==> config.mk <==
export PLATFORM = sky130hd
export DESIGN_NAME = mem_dma
export DESIGN_NICKNAME = d
export VERILOG_FILES = /design/src/rtl/mem_dma_pkg.sv /design/src/rtl/mem_dma_ptr.sv /design/src/rtl/mem_dma.sv
export SDC_FILE = /design/constraint.sdc
export NUM_CORES = 1
export LEC_CHECK = 0
export BUFFER_PORTS_ARGS = -buffer_cell sky130_fd_sc_hd__buf_2
export CORE_UTILIZATION = 45
export CTS_BUF_LIST = sky130_fd_sc_hd__clkbuf_4
export DETAILED_ROUTE_END_ITERATION = 7
export GPL_ROUTABILITY_DRIVEN = 0
export GPL_TIMING_DRIVEN = 0
export MAX_ROUTING_LAYER = met4
export PLACE_DENSITY = 0.69
export SLEW_MARGIN = 0
export SYNTH_ARGS = -nofsm -noshare
export SYNTH_HDL_FRONTEND = slang
export SYNTH_SLANG_ARGS = --single-unit
==> constraint.sdc <==
create_clock -name clk -period 2.9 [get_ports clk]
set_input_delay 0.29 -clock clk [delete_from_list [all_inputs] [get_ports clk]]
set_output_delay 0.29 -clock clk [all_outputs]
set_load 0.1 [all_outputs]
==> src/rtl/mem_dma_pkg.sv <==
// mem_dma shared types: FSM encoding, mode constants, default widths.
// Optional reverse (LDDR) stepping is enabled by MEM_DMA_REVERSE_EN.
package mem_dma_pkg;

   localparam int ADDR_W_DEF = 10;
   localparam int DATA_W_DEF = 8;

   localparam logic MODE_COPY = 1'b0;
   localparam logic MODE_FILL = 1'b1;

   typedef enum logic [1:0] {
      IDLE = 2'd0,
      RD   = 2'd1,
      WR   = 2'd2,
      DONE = 2'd3
   } state_t;

endpackage

==> src/rtl/mem_dma_ptr.sv <==
// Loadable wrapping address pointer with step enable.
// Direction input exists only when MEM_DMA_REVERSE_EN is defined.
module mem_dma_ptr #(
   parameter int W = 10
) (
   input  logic         clk,
   input  logic         rst_n,
   input  logic         load,
   input  logic [W-1:0] load_val,
   input  logic         step,
`ifdef MEM_DMA_REVERSE_EN
   input  logic         dir,
`endif
   output logic [W-1:0] ptr
);

   localparam logic [W-1:0] ONE = W'(1);

   always_ff @(posedge clk or negedge rst_n) begin
      if (!rst_n) begin
         ptr <= '0;
      end else if (load) begin
         ptr <= load_val;
      end else if (step) begin
`ifdef MEM_DMA_REVERSE_EN
         ptr <= dir ? (ptr - ONE) : (ptr + ONE);
`else
         ptr <= ptr + ONE;
`endif
      end
   end

endmodule

==> src/rtl/mem_dma.sv <==
// Block copy/fill engine owning the RAM port while busy.
// MEM_DMA_REVERSE_EN adds a dir input for decrementing (LDDR) transfers.
module mem_dma
   import mem_dma_pkg::*;
#(
   parameter int ADDR_W = ADDR_W_DEF,
   parameter int DATA_W = DATA_W_DEF,
   parameter int LEN_W  = ADDR_W + 1
) (
   input  logic              clk,
   input  logic              rst_n,
   input  logic              start,
   input  logic              mode,
`ifdef MEM_DMA_REVERSE_EN
   input  logic              dir,
`endif
   input  logic [ADDR_W-1:0] src,
   input  logic [ADDR_W-1:0] dst,
   input  logic [LEN_W-1:0]  len,
   input  logic [DATA_W-1:0] fill_val,
   output logic              busy,
   output logic              done,
   output logic [ADDR_W-1:0] mem_addr,
   output logic [DATA_W-1:0] mem_wdata,
   output logic              mem_we,
   input  logic [DATA_W-1:0] mem_rdata
);

   state_t              state_q;
   state_t              state_d;
   logic [LEN_W-1:0]    rem_q;
   logic                mode_q;
   logic [DATA_W-1:0]   fill_q;
   logic [ADDR_W-1:0]   src_ptr;
   logic [ADDR_W-1:0]   dst_ptr;
   logic                take;
   logic                step;
   logic                last;

   assign take = (state_q == IDLE) && start && (len != '0);
   assign step = (state_q == WR);
   assign last = (rem_q == LEN_W'(1));

`ifdef MEM_DMA_REVERSE_EN
   logic dir_q;

   always_ff @(posedge clk or negedge rst_n) begin
      if (!rst_n) begin
         dir_q <= 1'b0;
      end else if (take) begin
         dir_q <= dir;
      end
   end
`endif

   mem_dma_ptr #(.W(ADDR_W)) u_src_ptr (
      .clk      (clk),
      .rst_n    (rst_n),
      .load     (take),
      .load_val (src),
      .step     (step),
`ifdef MEM_DMA_REVERSE_EN
      .dir      (dir_q),
`endif
      .ptr      (src_ptr)
   );

   mem_dma_ptr #(.W(ADDR_W)) u_dst_ptr (
      .clk      (clk),
      .rst_n    (rst_n),
      .load     (take),
      .load_val (dst),
      .step     (step),
`ifdef MEM_DMA_REVERSE_EN
      .dir      (dir_q),
`endif
      .ptr      (dst_ptr)
   );

   always_ff @(posedge clk or negedge rst_n) begin
      if (!rst_n) begin
         state_q <= IDLE;
         rem_q   <= '0;
         mode_q  <= MODE_COPY;
         fill_q  <= '0;
      end else begin
         state_q <= state_d;
         if (take) begin
            rem_q  <= len;
            mode_q <= mode;
            fill_q <= fill_val;
         end else if (step) begin
            rem_q  <= rem_q - LEN_W'(1);
         end
      end
   end

   always_comb begin
      state_d = state_q;
      unique case (state_q)
         IDLE: begin
            if (start) begin
               if (len == '0) begin
                  state_d = DONE;
               end else if (mode == MODE_FILL) begin
                  state_d = WR;
               end else begin
                  state_d = RD;
               end
            end
         end
         RD:   state_d = WR;
         WR: begin
            if (last) begin
               state_d = DONE;
            end else if (mode_q == MODE_FILL) begin
               state_d = WR;
            end else begin
               state_d = RD;
            end
         end
         DONE: state_d = IDLE;
         default: state_d = IDLE;
      endcase
   end

   // rdata feeds wdata combinationally: the read issued in RD lands in WR
   always_comb begin
      busy      = 1'b0;
      done      = 1'b0;
      mem_addr  = '0;
      mem_we    = 1'b0;
      mem_wdata = '0;
      unique case (state_q)
         RD: begin
            busy     = 1'b1;
            mem_addr = src_ptr;
         end
         WR: begin
            busy      = 1'b1;
            mem_addr  = dst_ptr;
            mem_we    = 1'b1;
            mem_wdata = (mode_q == MODE_FILL) ? fill_q : mem_rdata;
         end
         DONE: done = 1'b1;
         default: ;
      endcase
   end

endmodule

* Word-level counts from Yosys, hierarchy flattened
Cells that the tools add are included.
** Operators by class
- Muxes and demuxes :: 18
- Equal/unequal tests :: 5
- Reduce and logical (&&, ||, !) cells :: 7
- Add/subtract/negate cells :: 3
** Operator list (number)
- $mux W10 :: 4
- $mux W11 :: 2
- $add A10 B1 Y10 const B :: 2
- $pmux W10 S2 :: 1
- $mux W8 :: 2
- $eq A11 B1 Y1 const B :: 1
- $logic_not A11 Y1 :: 1
- $reduce_bool A11 Y1 :: 1
- $sub A11 B1 Y11 const B :: 1
- $mux W2 :: 5
- $pmux W2 S4 :: 1
- $eq A2 B2 Y1 const B :: 2
- $mux W1 :: 3
- $eq A2 B1 Y1 const B :: 1
- $logic_and A1 B1 Y1 :: 2
- $logic_not A2 Y1 :: 1
- $ne A2 B2 Y1 const B :: 1
- $reduce_bool A2 Y1 :: 1
- $reduce_or A2 Y1 :: 1
** Word-level totals
- Register bits :: 42
- Output and inout port bits :: 21
- Bits of input ports :: 51

* Logic depth before layout (Yosys ltp)
Gate-level depths: netlist of the first run.
- Word-level depth :: 4
- Gate-level depth with buffers :: 7
- Gate-level depth less buffers :: 6

* Hierarchy
Synthesis of the first run repeated with hierarchy kept, for this count alone.
** Unflattened totals
- Cell total of the unflattened synthesis :: 276
- Area total of the unflattened synthesis :: 2677.6 µm²
** Modules (own cells, without submodules)
- mem_dma :: area each 1544.0 µm², seq. area each 550.5 µm², instances 1, cells each 154
- mem_dma_ptr :: area each 566.8 µm², seq. area each 250.2 µm², instances 2, cells each 61

* Worst setup path after synthesis of the first run
OpenSTA, ideal clock, no wires.
- Kind :: register to output
- Start :: register state_q[0]
- End :: output port mem_addr[0]
- Arrival time :: 3.482 ns
- Path slack :: -0.872 ns
- Path buffers :: 2
- Data required time :: 2.610 ns
- Stages on the path, launching flop included :: 7
- Cells stage by stage :: dfrtp_1 > inv_1 > ha_1 > buf_2 > buf_1 > a22oi_1 > nor2b_1
** On the way
- Cells in the longest elaborated chain, start to end :: 2
** Ends and longest elaborated chain
- start: declaration :: RTL line mem_dma.sv:29 : state_t state_q;
- start signal: assignment :: RTL line mem_dma.sv:87 : state_q <= state_d;
- $eq A2 B2 Y1 or $eq A2 B1 Y1 (tied branches) :: RTL line mem_dma.sv:134 : unique case (state_q)
- $pmux W10 S2 (*) :: RTL line mem_dma.sv:134
- end: declaration :: RTL line mem_dma.sv:23 : output logic [ADDR_W-1:0] mem_addr,
Every way passes the cells marked *; elsewhere a longest branch is shown, timed or not.

* Final worst setup path of the first run
- Start :: register state_q[0]
- End :: output port mem_addr[7]
The elaborated chain is that of the path after synthesis.

==> impl_results.md, run 1 <==
* CP startpoint: state_q[0]
* Worst endpoint required time at 2.61 ns
* Crit path arrival time at 2.44 ns
* RSZ-0062 raised after global routing: no
* Pins Over Slew Limit at 0
* PostCTS Resize Cnt at 0
* Routed WL at 5610 microns
* Maximum clock frequency at 367 MHz
* Crit Reg-Reg Startpoint: state_q[0]
* GRT Util Overall at 0.212
* Actual slew at the worst max-slew pin at 0.937 ns
* Most frequent cell after synthesis: nand2_1
* DR iter-0 viols at 86
* Setup Crit Path Kind: flop to primary output
* CTS tree: built
* Critical Path End Type: primary output
* Final nets at 399
* I/O Buffers at 71
* Ys async rst share at 1.00
* Hold buffer count at CTS at 0
* Biggest area consumer among synthesized cells: dfrtp_1
* Startpoint types: flop
* Num ports at 72
* Fin crit period at 2.73 ns
* Row count at 26
* Routed via count at 2102
* Initial antenna violation count at 0
* Status: finished clean
* Warnings from Yosys at 0
* Max Root-Sink Buffers at 2
* Final hold vios at 0
* #FFs+latches synth at 42
* MaxCap Viol Count at 0
* Post-DRT Antenna Nets at 0
* Setup TNS Final at 0 ns
* Die height at 77.1 microns
* Cell count after synthesis at 262
* H-tree Lvls at 2
* Netlist cell types at 33
* Sink Count at 42
* Relative slew slack at 0.375
* Core Area at 5270 sq um
* Area delta synth->final at 24.2%
* Grt ovf at 0
* Crit Path Max Fanout at 19
* Top post-synthesis cells by count: nand2_1, dfrtp_1, o21ai_0, nor2b_1, xor2_1
* Vias per std cell at 5.14
* Final worst path period share at 0.940
* Worst min path class: input port to asynchronous set/reset pin
* EDFF count, synth at 0
* CTS clock-pin slew for the worst setup and hold paths at 0.12 ns
* Skew-Pair Late Insertion Delay at 0.35 ns
* Setup-failing EPs final at 0
* Vias in the first global route at 2065
* Sequential share of the synthesized area at 0.415
* Die area at 5940 sq um
* Synthesized area at 2530 sq um
* Root buffer cell: clkbuf_4
* First-pass GRT wire length at 9620 microns
* Hpwl dp at 4230 microns
* Num CTS Buffers at 5
* Post-DR wirelength/cell at 13.7 microns
* Maximum number of pins on one net before global-route repair at 43
* Die width at 77.1 microns
* Clock Skews at 0.0134 ns
* DRC at 0
* Antenna cell count at 0
* Top FF cell, synth: dfrtp_1
* Top cells by area in the synthesized netlist: dfrtp_1, nand2_1, xor2_1
* Ratio of cells with drive above 1 in the final layout at 0.333
* Drt first pass iters at 4
* Post-synth top area share at 0.415
* Syn_nets at 322
* Postcts setup bufs at 0
* Initial Utilization at 0.481
* Avg Inst Size Synth at 9.68 sq um
cell type report:
type | instances | area (sq um)
flip-flops and latches | 42 | 1050
fillers | 478 | 2120
clock buffers | 5 | 37.5
plain buffers | 12 | 56.3
repair buffers | 71 | 380
well taps | 70 | 87.6
clock inverters | 2 | 33.8
inverters | 4 | 15.0
multi-input cells | 203 | 1490
state kept, by name, summed over array words and instances, names as in the netlist:
signal	cells
fill_q	8
mode_q	1
rem_q	11
u_dst_ptr.ptr	10
u_src_ptr.ptr	10
state_q	2
kinds of logic (layout without fill, tap and decap cells):
family | after synthesis | after routing | share of synthesized area
xor gates and xnor gates | 28 | 28 | 0.0967
AOI/OAI and AO/OA | 46 | 46 | 0.108
and+or+nand+nor | 101 | 101 | 0.215
DFF | 42 | 42 | 0.415
adders and majority gates | 9 | 9 | 0.0444
buffers and inverters | 17 | 94 | 0.0296
muxes | 19 | 19 | 0.0913
path summary, 6_finish.rpt:
kind,depth (start not counted),slack [ns],to
worst min register to register,1,0.53,fill_q[1]
worst max-delay path,7,0.17,mem_addr[7]
min in group clk,3,0.14,u_dst_ptr.ptr[4]
worst max register to register,7,0.79,rem_q[9]
worst min-delay path,1,0.06,fill_q[7]
max in group asynchronous,1,2.24,u_src_ptr.ptr[7]
critical path: stages, from the launching register on:
cell,delay [ns]
dfrtp_1,0.44
inv_1,0.12
ha_2,0.21
buf_2,0.35
buf_2,0.31
a22oi_1,0.13
nor2b_2,0.12
buf_2,0.42
cells in the final DEF (no fill, tap or decap), types with 2 or more instances in the layout:
cell type  count
a22oi_1       10
and3_1         2
and4_1         2
buf_2         64
clkbuf_1       8
clkbuf_4      15
dfrtp_1       42
ha_1           8
inv_1          4
mux2_4         8
mux2i_1       10
nand2_1       43
nand3_1        4
nand3b_1       2
nand4_1        9
nor2_1         7
nor2b_1        2
nor2b_2       12
nor2b_4        6
nor3_1         5
nor3b_1        2
nor4_4         2
o21ai_0       26
o21ai_1        6
xnor2_1       12
xor2_1        16
stage by stage:
| step | instance area, sq um | utilization | worst slack (ns) | hold WS [ns] | std cells |
|---|---|---|---|---|---|
| final | 3150 | 0.597 | 0.173 | 0.0646 | 409 |
| after global routing | 3150 | 0.597 | 0.000607 | 0.121 | 409 |
| after CTS | 3120 | 0.593 | 0.102 | 0.0880 | 409 |
| after detailed placement | 3060 | 0.580 | 0.374 | 0.491 | 403 |
| after global placement | 3060 | 0.580 | 0.394 | 0.475 | 403 |
| after floorplan | 2610 | - | 0.198 | -0.00559 | 262 |
layer usage:
layer / vias to the layer above / global-route usage / part of all wire
met1: 992 / 0.282 / 0.48
met4: 0 / 0.0679 / 0.014
met2: 43 / 0.331 / 0.47
li1: 1060 / - / -
met3: 7 / 0.0333 / 0.042
met5: - / - / 0
Power of run 1 is left out: the tool's default activity adds up to more than one toggle a clock period on the data nets, which glitch-free logic cannot reach.
==> run 2, diff against run 1 <==
--- a/config.mk
+++ b/config.mk
@@ -6,6 +6,7 @@
 export NUM_CORES = 1
 export LEC_CHECK = 0
 export BUFFER_PORTS_ARGS = -buffer_cell sky130_fd_sc_hd__buf_2
+export CORE_ASPECT_RATIO = 0.8
 export CORE_UTILIZATION = 45
 export CTS_BUF_LIST = sky130_fd_sc_hd__clkbuf_4
 export DETAILED_ROUTE_END_ITERATION = 7
==> impl_results.md, run 2 (synthesis results as in run 1) <==
* Status: finished clean (unchanged)
* Routed via count at 2089 (was 2102)
* RSZ-0062 raised after global routing: no (unchanged)
* Setup-failing EPs final at 0 (unchanged)
* Commonest non-fill, non-tap cell in the layout: buf_2 (unchanged)
* Die width at 85.9 microns (was 77.1 microns)
* DRC at 0 (unchanged)
* I/O Buffers at 71 (unchanged)
* Setup TNS Final at 0 ns (unchanged)
* Fin crit period at 2.76 ns (was 2.73 ns)
* R2R setup slack at 0.70 ns (was 0.79 ns)
* CTS clock-pin slew for the worst setup and hold paths at 0.13 ns (was 0.12 ns)
* Critical Path End Type: primary output (unchanged)
* Vias in the first global route at 1978 (was 2065)
* Max Root-Sink Buffers at 2 (unchanged)
* Skew-Pair Late Insertion Delay at 0.35 ns (about the same)
* Critical path's largest stage delay at 0.44 ns (about the same)
* R2R Path End: rem_q[9] (unchanged)
* Biggest regs: rem_q x11, u_dst_ptr.ptr x10, u_src_ptr.ptr x10 (unchanged)
* GRT Util Overall at 0.213 (was 0.212)
* Initial Utilization at 0.466 (was 0.481)
* Area delta synth->final at 25.6% (was 24.2%)
* Post-Route Utilization at 0.586 (was 0.597)
* Sink Count at 42 (unchanged)
* Commonest non-fill, non-tap cells in the layout: buf_2, nand2_1, dfrtp_1 (unchanged)
* Pins Over Slew Limit at 0 (unchanged)
* Vias per std cell at 5.00 (was 5.14)
* Largest register FFs at 11 (unchanged)
* Biggest register: rem_q (unchanged)
* Die height at 69.1 microns (was 77.1 microns)
* Core Area at 5440 sq um (was 5270 sq um)
* Root buffer cell: clkbuf_4 (unchanged)
* Actual slew at the worst max-slew pin at 0.946 ns (was 0.937 ns)
* Hpwl dp at 4260 microns (was 4230 microns)
* Startpoint types: flop (unchanged)
* Postcts setup bufs at 0 (unchanged)
* Worst endpoint required time at 2.61 ns (about the same)
* Critical path, cell by cell: inv_1 -> ha_2 -> buf_2 -> buf_2 -> a22oi_1 -> nor2b_2 -> buf_2 (unchanged)
* Most frequent CP cell: buf_2 (unchanged)
* MaxCap Viol Count at 0 (unchanged)
* Crit path arrival time at 2.47 ns (was 2.44 ns)
* Num ports at 72 (unchanged)
* Relative slew slack at 0.369 (was 0.375)
* First-pass GRT wire length at 9530 microns (was 9620 microns)
* Dpl cell area at 3070 sq um (was 3060 sq um)
* Slowest CP cell: dfrtp_1 (unchanged)
* Maximum number of pins on one net before global-route repair at 43 (unchanged)
* Row count at 24 (was 26)
* Crit Reg-Reg Startpoint: state_q[0] (unchanged)
* Maximum clock frequency at 362 MHz (was 367 MHz)
* Num CTS Buffers at 5 (unchanged)
* Routed WL at 5700 microns (was 5610 microns)
* Placed cell count at 411 (was 403)
* Grt ovf at 0 (unchanged)
* Worst reg2reg path depth at 7 (unchanged)
* Final hold vios at 0 (unchanged)
* Initial antenna violation count at 0 (unchanged)
* CTS tree: built (unchanged)
* Final worst path period share at 0.953 (was 0.940)
* Ratio of cells with drive above 1 in the final layout at 0.335 (was 0.333)
* DR iter-0 viols at 135 (was 86)
* H-tree Lvls at 2 (unchanged)
* Clock Skews at 0.0159 ns (was 0.0134 ns)
* Post-route cell area at 3180 sq um (was 3150 sq um)
* Post-DRT Antenna Nets at 0 (unchanged)
* Fin cells at 418 (was 409)
* Setup Crit Path Kind: flop to primary output (unchanged)
* Die area at 5940 sq um (about the same)
* Antenna cell count at 0 (unchanged)
* Drt first pass iters at 7 (was 4)
* Post-DR wirelength/cell at 13.6 microns (was 13.7 microns)
* Worst min path class: input port to asynchronous set/reset pin (unchanged)
* Final nets at 399 (unchanged)
* Crit Path Max Fanout at 19 (unchanged)
-- run 2: changes by cell type in the layout (fill, tap and decap cells not counted), sizes merged --
cell,before,now
buf,65,67
bufinv,1,2
clkbuf,23,21
-- run 2: per-stage QoR --
step                      setup slack (ns)  hold slack [ns]
after floorplan                      0.198         -0.00559
after global placement               0.374            0.491
after detailed placement             0.346            0.496
after CTS                            0.116           0.0996
after global routing               0.00299            0.114
final                                0.136           0.0621
-- run 2: worst max-delay path, delay by kind of cell (launching register included) --
family | cells | cell delay (ns)
buf+inv | 4 | 1.20
fa+ha+maj | 1 | 0.21
simple gates | 1 | 0.14
flops | 1 | 0.44
compound gates | 1 | 0.13
-- run 2: per-layer routing --
layer | global-route usage | vias to the layer above | wire length (microns)
li1 | - | 1061 | -
met3 | 0.0467 | 2 | 277
met4 | 0.0500 | 0 | 16
met1 | 0.310 | 975 | 2870
met5 | - | - | 0
met2 | 0.302 | 51 | 2530
-- run 2: how the worst max path moves through the flow --
stage	startpoint	to
finish	state_q[0]	mem_addr[2]
global route	state_q[0]	mem_wdata[0]
CTS	state_q[0]	mem_addr[1]
detailed placement	state_q[0]	mem_addr[0]
global placement	state_q[0]	mem_addr[0]
floorplan	state_q[0]	mem_addr[2]
-- run 2: timing repair --
action / 4_1_cts / 5_1_grt
hold buffers: 0 / 0
endpoints found under the setup margin: 5 / 8
pin swaps: 0 / 0
resized for setup: 0 / 8
-- run 2: final cells by class --
type,count,area (sq um)
clock inverters,3,63.8
well taps,78,97.6
clock buffers,5,37.5
plain buffers,12,56.3
fillers,515,2250
multi-input cells,203,1490
inverters,4,15.0
repair buffers,71,375
flip-flops and latches,42,1050
Power of run 2 is left out for the same reason.
==> run 3, diff against run 2 <==
--- a/config.mk
+++ b/config.mk
@@ -13,7 +13,7 @@
 export GPL_ROUTABILITY_DRIVEN = 0
 export GPL_TIMING_DRIVEN = 0
 export MAX_ROUTING_LAYER = met4
-export PLACE_DENSITY = 0.69
+export PLACE_DENSITY = 0.71
 export SLEW_MARGIN = 0
 export SYNTH_ARGS = -nofsm -noshare
 export SYNTH_HDL_FRONTEND = slang
==> impl_results.md, run 3 (synthesis results as in run 1) <==
* Worst endpoint required time at 2.61 ns (about the same)
* Vias per std cell at 5.04 (was 5.00)
* Row count at 24 (unchanged)
* Final hold vios at 0 (unchanged)
* Vias in the first global route at 1959 (was 1978)
* Most frequent CP cell: buf_2 (unchanged)
* Failing checks: design-rule violations
* Setup Crit Path Kind: flop to primary output (unchanged)
* Critical path, cell by cell: inv_1 -> ha_2 -> buf_2 -> buf_2 -> a22oi_1 -> nor2b_2 -> buf_2 (unchanged)
* Skew-Pair Late Insertion Delay at 0.35 ns (about the same)
* Initial antenna violation count at 0 (unchanged)
* Startpoint types: flop (unchanged)
* Critical path's largest stage delay at 0.43 ns (was 0.44 ns)
* Hold buffer count at CTS at 0 (unchanged)
* Final nets at 399 (unchanged)
* Drt first pass iters at 6 (was 7)
* Reg area at 1050 sq um (unchanged)
* Maximum number of pins on one net before global-route repair at 43 (unchanged)
* Routed WL at 5640 microns (was 5700 microns)
* I/O Buffers at 71 (unchanged)
* Status: complete, but fails checks (was finished clean)
* Die area at 5940 sq um (unchanged)
* Biggest regs: rem_q x11, u_dst_ptr.ptr x10, u_src_ptr.ptr x10 (unchanged)
* DR iter-0 viols at 84 (was 135)
* Worst min path class: input port to asynchronous set/reset pin (unchanged)
* Setup TNS Final at 0 ns (unchanged)
* Biggest register: rem_q (unchanged)
* Num ports at 72 (unchanged)
* Multi-input gate area at 1490 sq um (unchanged)
* Filler cells at 513 (was 515)
* H-tree Lvls at 2 (unchanged)
* Pins Over Slew Limit at 0 (unchanged)
* RSZ-0062 raised after global routing: no (unchanged)
* Hold slack final at 0.0693 ns (was 0.0621 ns)
* Post-DRT Antenna Nets at 0 (unchanged)
* Relative slew slack at 0.374 (was 0.369)
* Root buffer cell: clkbuf_4 (unchanged)
* Crit Path Max Fanout at 19 (unchanged)
* Commonest non-fill, non-tap cells in the layout: buf_2, nand2_1, dfrtp_1 (unchanged)
* Slowest CP cell: dfrtp_1 (unchanged)
* Post-DR wirelength/cell at 13.5 microns (was 13.6 microns)
* Max Root-Sink Buffers at 2 (unchanged)
* Final worst path period share at 0.939 (was 0.953)
* Post-Route Utilization at 0.575 (was 0.586)
* Crit path arrival time at 2.43 ns (was 2.47 ns)
* CTS tree: built (unchanged)
* MaxCap Viol Count at 0 (unchanged)
* Initial Utilization at 0.466 (unchanged)
* Maximum clock frequency at 367 MHz (was 362 MHz)
* Ratio of cells with drive above 1 in the final layout at 0.331 (was 0.335)
* Largest register FFs at 11 (unchanged)
* Setup-failing EPs final at 0 (unchanged)
* Critical Path End Type: primary output (unchanged)
* Commonest non-fill, non-tap cell in the layout: buf_2 (unchanged)
* Die width at 85.9 microns (unchanged)
* Grt ovf at 0 (unchanged)
* Core Area at 5440 sq um (unchanged)
* Hpwl dp at 4260 microns (about the same)
* Area delta synth->final at 23.3% (was 25.6%)
* Routed via count at 2098 (was 2089)
* Num CTS Buffers at 5 (unchanged)
* Clock Skews at 0.00889 ns (was 0.0159 ns)
* Antenna cell count at 0 (unchanged)
* DRC at 1 (was 0)
* GRT Util Overall at 0.209 (was 0.213)
* Sink Count at 42 (unchanged)
* CTS clock-pin slew for the worst setup and hold paths at 0.11 ns (was 0.13 ns)
* Actual slew at the worst max-slew pin at 0.939 ns (was 0.946 ns)
* Fin crit period at 2.72 ns (was 2.76 ns)
* First-pass GRT wire length at 9530 microns (unchanged)
* Die height at 69.1 microns (unchanged)
[run 3: path summary, 6_finish.rpt]
| path | start | endpoint | slack [ns] | cells after the start |
|---|---|---|---|---|
| worst min-delay path | rst_n | u_dst_ptr.ptr[7] | 0.07 | 1 |
| worst max-delay path | state_q[0] | mem_addr[2] | 0.18 | 7 |
| min in group clk | src[0] | u_src_ptr.ptr[0] | 0.14 | 3 |
| worst max register to register | state_q[0] | rem_q[9] | 0.76 | 7 |
| max in group asynchronous | rst_n | fill_q[1] | 2.24 | 1 |
| worst min register to register | fill_q[3] | fill_q[3] | 0.53 | 1 |
[run 3: metal layers]
layer,share of wire,vias to the layer above,track usage
li1,-,1051,-
met1,0.51,983,0.318
met2,0.43,59,0.287
met3,0.057,5,0.0407
met4,0.0067,0,0.0444
met5,0,-,-
[run 3: final cells by class]
cell class / count / area share
clock inverter: 1 / 0.00120
tap: 78 / 0.0312
sequential: 42 / 0.336
clock buffer: 5 / 0.0120
timing repair buffer: 71 / 0.121
inverter: 4 / 0.00480
multi-input combinational: 203 / 0.476
buffer: 12 / 0.0180
[run 3: critical path: cells and delay by family, from the launching register on]
family | cells | cell delay (ns)
adder cells (fa/ha/maj) | 1 | 0.21
buffers and inverters | 4 | 1.19
AND/OR/NAND/NOR | 1 | 0.12
AO/OA/AOI/OAI | 1 | 0.13
flip-flops | 1 | 0.43
[run 3: what timing repair did]
item,in CTS,in global routing
gates resized for setup,0,9
endpoints found under the setup margin,5,9
buffers inserted,0,0
[run 3: per-stage QoR]
step | std cells | cell area (sq um) | setup WS (ns)
after floorplan | 262 | 2610 | 0.198
after global placement | 411 | 3070 | 0.379
after detailed placement | 411 | 3070 | 0.344
after CTS | 416 | 3100 | 0.123
after global routing | 416 | 3130 | 0.000225
final | 416 | 3130 | 0.177
Power of run 3 is left out for the same reason.
